$ cat src/rtl/clause_eval.sv
// Single-clause evaluator for the SAT solver: NUM_LITS registered literal cells
// plus combinational classification (sat / conflict / unit) and conflict level.

module clause_eval_cell #(
    parameter int LEVEL_W = 16
) (
    input  logic               clk,
    input  logic               rst,
    input  logic               lit_wr_en,
    input  logic               lit_wr_present,
    input  logic               lit_wr_polarity,
    input  logic               var_wr_en,
    input  logic [1:0]         var_value,
    input  logic [LEVEL_W-1:0] var_level,
    input  logic               backtrack_en,
    input  logic [LEVEL_W-1:0] backtrack_level,
    output logic               present_o,
    output logic               polarity_o,
    output logic [1:0]         lit_value_o,
    output logic [LEVEL_W-1:0] level_o
);
    logic               present_q, present_d;
    logic               pol_q, pol_d;
    logic [1:0]         val_q, val_d;
    logic [LEVEL_W-1:0] lvl_q, lvl_d;

    always_comb begin
        present_d = present_q;
        pol_d     = pol_q;
        val_d     = val_q;
        lvl_d     = lvl_q;
        if (lit_wr_en) begin
            present_d = lit_wr_present;
            pol_d     = lit_wr_polarity;
            val_d     = 2'b00;
            lvl_d     = '0;
        end else if (var_wr_en) begin
            // an illegal value claims the cell but leaves it untouched
            if (var_value != 2'b11) begin
                val_d = var_value;
                lvl_d = var_level;
            end
        end else if (backtrack_en && (val_q != 2'b00) && (lvl_q > backtrack_level)) begin
            val_d = 2'b00;
            lvl_d = '0;
        end
    end

    always_ff @(posedge clk) begin
        if (rst) begin
            present_q <= 1'b0;
            pol_q     <= 1'b0;
            val_q     <= 2'b00;
            lvl_q     <= '0;
        end else begin
            present_q <= present_d;
            pol_q     <= pol_d;
            val_q     <= val_d;
            lvl_q     <= lvl_d;
        end
    end

    always_comb begin
        lit_value_o = 2'b00;
        if (present_q && (val_q != 2'b00))
            lit_value_o = ((val_q == 2'b10) == pol_q) ? 2'b10 : 2'b01;
    end

    assign present_o  = present_q;
    assign polarity_o = pol_q;
    assign level_o    = lvl_q;
endmodule

module clause_eval #(
    parameter int NUM_LITS = 8,
    parameter int IDX_W    = 3,
    parameter int LEVEL_W  = 16
) (
    input  logic                        clk,
    input  logic                        rst,
    input  logic                        lit_wr_en,
    input  logic [IDX_W-1:0]            lit_wr_idx,
    input  logic                        lit_wr_present,
    input  logic                        lit_wr_polarity,
    input  logic [NUM_LITS-1:0]         var_wr_en,
    input  logic [2*NUM_LITS-1:0]       var_value_in,
    input  logic [NUM_LITS*LEVEL_W-1:0] var_level_in,
    input  logic                        backtrack_en,
    input  logic [LEVEL_W-1:0]          backtrack_level,
    output logic [2*NUM_LITS-1:0]       lit_value_out,
    output logic                        clause_sat,
    output logic                        clause_conflict,
    output logic                        clause_unit,
    output logic [IDX_W-1:0]            unit_idx,
    output logic [1:0]                  unit_var_value,
    output logic [LEVEL_W-1:0]          max_false_level
);
    logic [NUM_LITS-1:0]              cell_present;
    logic [NUM_LITS-1:0]              cell_pol;
    logic [NUM_LITS-1:0][1:0]         cell_lv;
    logic [NUM_LITS-1:0][LEVEL_W-1:0] cell_lvl;

    for (genvar i = 0; i < NUM_LITS; i++) begin : g_cell
        clause_eval_cell #(.LEVEL_W(LEVEL_W)) u_cell (
            .clk             (clk),
            .rst             (rst),
            .lit_wr_en       (lit_wr_en && (lit_wr_idx == IDX_W'(i))),
            .lit_wr_present  (lit_wr_present),
            .lit_wr_polarity (lit_wr_polarity),
            .var_wr_en       (var_wr_en[i]),
            .var_value       (var_value_in[2*i +: 2]),
            .var_level       (var_level_in[LEVEL_W*i +: LEVEL_W]),
            .backtrack_en    (backtrack_en),
            .backtrack_level (backtrack_level),
            .present_o       (cell_present[i]),
            .polarity_o      (cell_pol[i]),
            .lit_value_o     (cell_lv[i]),
            .level_o         (cell_lvl[i])
        );
    end

    assign lit_value_out = cell_lv;

    logic               any_true, free_seen, free_multi, free_pol;
    logic [IDX_W-1:0]   free_idx;
    logic [LEVEL_W-1:0] mfl;

    always_comb begin
        any_true   = 1'b0;
        free_seen  = 1'b0;
        free_multi = 1'b0;
        free_pol   = 1'b0;
        free_idx   = '0;
        mfl        = '0;
        for (int i = 0; i < NUM_LITS; i++) begin
            if (cell_lv[i] == 2'b10)
                any_true = 1'b1;
            if (cell_present[i] && (cell_lv[i] == 2'b00)) begin
                if (free_seen) begin
                    free_multi = 1'b1;
                end else begin
                    free_seen = 1'b1;
                    free_idx  = IDX_W'(i);
                    free_pol  = cell_pol[i];
                end
            end
            if ((cell_lv[i] == 2'b01) && (cell_lvl[i] > mfl))
                mfl = cell_lvl[i];
        end
    end

    always_comb begin
        clause_sat      = any_true;
        clause_conflict = !any_true && !free_seen;
        clause_unit     = !any_true && free_seen && !free_multi;
        unit_idx        = clause_unit ? free_idx : '0;
        unit_var_value  = clause_unit ? (free_pol ? 2'b10 : 2'b01) : 2'b00;
        max_false_level = mfl;
    end
endmodule

$ cat config.mk
export PLATFORM = sky130hd
export DESIGN_NAME = clause_eval
export DESIGN_NICKNAME = d
export VERILOG_FILES = /design/src/rtl/clause_eval.sv
export SDC_FILE = /design/constraint.sdc
export NUM_CORES = 1
export LEC_CHECK = 0
export CAP_MARGIN = 10
export CORE_MARGIN = 8
export CORE_UTILIZATION = 30
export DETAILED_ROUTE_END_ITERATION = 10
export SETUP_SLACK_MARGIN = 0.3
export SLEW_MARGIN = 20
export SYNTH_ARGS = -nofsm -noshare
export SYNTH_HDL_FRONTEND = slang
export SYNTH_SLANG_ARGS = --single-unit
$ cat constraint.sdc
create_clock -name clk -period 22.5 [get_ports clk]
set_clock_uncertainty 0.2 [all_clocks]
set_input_delay 4.5 -clock clk [delete_from_list [all_inputs] [get_ports clk]]
set_output_delay 4.5 -clock clk [all_outputs]
set_load 0.01 [all_outputs]
==> metrics.md <==
| Metric | Value |
|---|---|
| CTS tree | `done` |
| Syn Inst Count | `1,726` |
| Slowest cell on crit path | `or3_4` |
| Hold Path End | `g_cell[4].u_cell.level_o[0]` |
| Hold crit path type | `flip-flop to flip-flop` |
| First-pass GRT wire length | `81.53 mm` |
| Slew headroom | `34.71%` |
| Overflow left after global routing | `0` |
| Post-route non-filler standard cell count | `2,629` |
| Period utilization | `95.84%` |
| Synth Flop Type | `dfxtp_1` |
| Most used cell, CP | `a21oi_2` |
| Async set or reset register ratio after synthesis | `0%` |
| Synthesized area | `13,670 µm²` |
| Startpoint types | `flip-flop` |
| I/O pin cnt | `217` |
| Hold Crit Depth | `2` |
| Die footprint | `52,660 µm²` |
| CTS Sinks | `160` |
| Worst endpoint required time | `17.80 ns` |
| Die Height | `229.5 µm` |
| Vias per std cell | `5.407` |
| Avg WL per Cell | `21.34 µm` |
| Met1 Wirelength | `23.91 mm` |
| RR Startpoint | `g_cell[7].u_cell.level_o[1]` |
| Final worst setup slack | `0.9359 ns` |
| Yosys warnings | `0` |
| Placed cell count | `2,539` |
| Crit path max fanout | `10` |
| Root Buffer | `clkbuf_16` |
| CTS Buf Count | `17` |
| WP data arrival | `16.86 ns` |
| Max Fclk | `0.04637 GHz` |
| Syn nets | `2,134` |
| Hold Crit Start | `g_cell[4].u_cell.level_o[0]` |
| HPWL Detailed | `43.16 mm` |
| Status | `complete, no violations` |
| Largest net degree at the start of global routing | `25` |
| Ranking of synthesized cells by area | `dfxtp_1, ha_1, nor2_1, a22oi_1, a21oi_1` |
| Drt pass-1 iters | `5` |
| Core footprint | `45,190 µm²` |
| Period minus WS final | `21.56 ns` |
| Vias in the first global route | `13,560` |
| Initial Utilization | `30.26%` |
| Gr usage total | `20.15%` |
| Commonest cells post-synth | `ha_1, nor2_1, dfxtp_1` |
| Final WL | `56.11 mm` |
| GP Congestion | `0.9799` |
| Share of cells above drive strength 1 | `14.96%` |
| Layout fillers | `4,594` |
| Post-route DRC | `0` |
| Worst setup EP type | `output port` |
| Total number of vias | `14,210` |
| WL met2 | `25.68 mm` |
| R2R setup slack | `18.91 ns` |
| # setup viols final | `0` |
| Top sig layer | `met5` |
| Final Max Slew Viols | `0` |
| Synthesized area per cell | `7.921 µm²` |
| Max cap viols | `0` |
| Port bufs | `216` |
| Iter 0 DRT Violations | `1,023` |
| H-tree levels | `4` |
| Place WS | `-0.6696 ns` |
| Clock transition at the registers of the reported paths | `0.07 ns` |
| R2r endpoint | `g_cell[7].u_cell.level_o[13]` |
| Sequential area share after synthesis | `23.43%` |
| R2R depth | `17` |
| Worst Tran Pin Value | `0.9772 ns` |
| EDFF count, synth | `0` |
| Clock Latency Late Sink | `0.48 ns` |
| Min Hold Slack | `0.2791 ns` |
| Pwr Density | `45.11 nW/µm²` |
| Die width | `229.5 µm` |
| Leakage | `0.007817 µW` |
| Post-DRT Antenna Nets | `0` |
| Met3 Routed Length | `3.915 mm` |
| Clock Tree Buf Depth | `2` |
| Nets | `2,421` |
| Synth top area share | `23.43%` |
| Worst stage delay on the critical path | `0.42 ns` |
| Synth area leader | `dfxtp_1` |
| Yosys cell types | `75` |
| Final Hold Vio Count | `0` |
| Rows | `78` |
| Initial antenna violation count | `5` |
| VDD IR max | `0.00004021 V` |
| Critical path type | `flip-flop to output port` |
| Most frequent cell after synthesis | `ha_1` |
| Synth Register Bits | `160` |
| Synthesis-to-finish area growth | `34.85%` |
layout make-up:
class                   count  area [µm²]  area share, %
repair buffers            329        2999          16.27
clock buffers              20       436.7          2.369
flip-flops and latches    160        3204          17.38
well taps                 600       750.7          4.072
diodes                      3       7.507        0.04072
clock inverters            12       111.4         0.6040
inverters                 119       446.7          2.423
multi-input cells        1386       10480          56.84
sequential cells by signal, summed over array words and instances (netlist names):
register,cells
g_cell.u_cell.level_o,128
g_cell.u_cell.val_q,16
g_cell.u_cell.polarity_o,8
g_cell.u_cell.present_o,8
repair_timing:
item / 4_1_cts / 5_1_grt
gates resized for setup: 52 / 165
setup endpoints to repair: 16 / 16
pin swaps: 9 / 41
hold endpoints to repair: 0 / 0
hold buffers: 0 / 0
setup buffers: 5 / 45
gates cloned: 0 / 5
power by group:
| group | switching, µW | internal [µW] | leakage, µW |
|---|---|---|---|
| Sequential | 23.0 | 298 | 0.00131 |
| Clock | 134 | 152 | 0.000261 |
| Combinational | 117 | 107 | 0.00625 |
| Total | 275 | 557 | 0.00782 |
metal layers:
| metal | up-vias | GRT usage (%) |
|---|---|---|
| met4 | 6 | 9.962 |
| met1 | 6761 | 24.71 |
| li1 | 6856 | - |
| met2 | 471 | 32.41 |
| met5 | - | 0 |
| met3 | 120 | 5.204 |
cells by family (layout without fill, tap and decap cells):
logic type | after synthesis | count (layout) | share of synthesized area [%]
other cells | 0 | 3 | 0
mux | 86 | 86 | 6.955
fa+ha+maj | 234 | 234 | 21.37
flops | 160 | 160 | 23.43
buf+inv | 181 | 480 | 5.143
compound gates | 444 | 445 | 20.98
simple gates | 615 | 615 | 21.74
xor+xnor | 6 | 6 | 0.3844
per-stage QoR:
step	setup TNS (ns)	instance area [µm²]	util, %	total power (µW)
6_report	0	18440	40.80	831.7
4_1_cts	0	17530	38.79	819.4
3_5_place_dp	-9.477	16800	37.17	528.8
2_1_floorplan	0	13680	-	435.0
3_3_place_gp	-4.478	16800	37.17	525.1
5_1_grt	-0.3309	18430	40.80	871.8
cell usage in the layout (no fill, tap or decap), types with 10 or more instances in the layout:
cell	Yosys	final
nand4_1	40	40
nor2b_1	40	39
nor3_1	11	10
dfxtp_1	160	159
nand3_1	56	56
and4_1	10	10
nand2_1	139	132
buf_4	1	98
inv_1	119	116
ha_1	231	218
mux2_2	32	27
clkbuf_16	0	17
ha_4	0	13
a21oi_1	139	120
clkdlybuf4s50_1	0	200
and2_1	15	15
a22oi_1	97	97
nor4_1	13	11
mux2_4	10	15
o21ai_1	3	14
a21oi_2	2	19
nor2_1	214	212
nand2b_1	40	40
buf_2	4	10
o21ai_0	75	60
a21o_1	35	35
mux2i_1	44	33
worst max-delay path by stage:
stage                                         start                  end  cells after the start
after floorplan           g_cell[0].u_cell.val_q[0]  max_false_level[10]                    100
after global placement    g_cell[0].u_cell.val_q[1]  max_false_level[15]                     96
after detailed placement  g_cell[0].u_cell.val_q[1]  max_false_level[15]                     97
after CTS                 g_cell[0].u_cell.val_q[1]  max_false_level[14]                    100
after global routing      g_cell[0].u_cell.val_q[0]  max_false_level[14]                    100
final                     g_cell[0].u_cell.val_q[0]  max_false_level[14]                     98
critical path, delay by kind of cell, from the launching register on:
| kind | cells | cell delay (ns) |
|---|---|---|
| flops | 1 | 0.31 |
| buf+inv | 14 | 1.89 |
| compound gates | 42 | 6.90 |
| mux | 4 | 1.23 |
| fa+ha+maj | 7 | 1.86 |
| simple gates | 31 | 4.18 |
(Power assumes the default switching activity.)
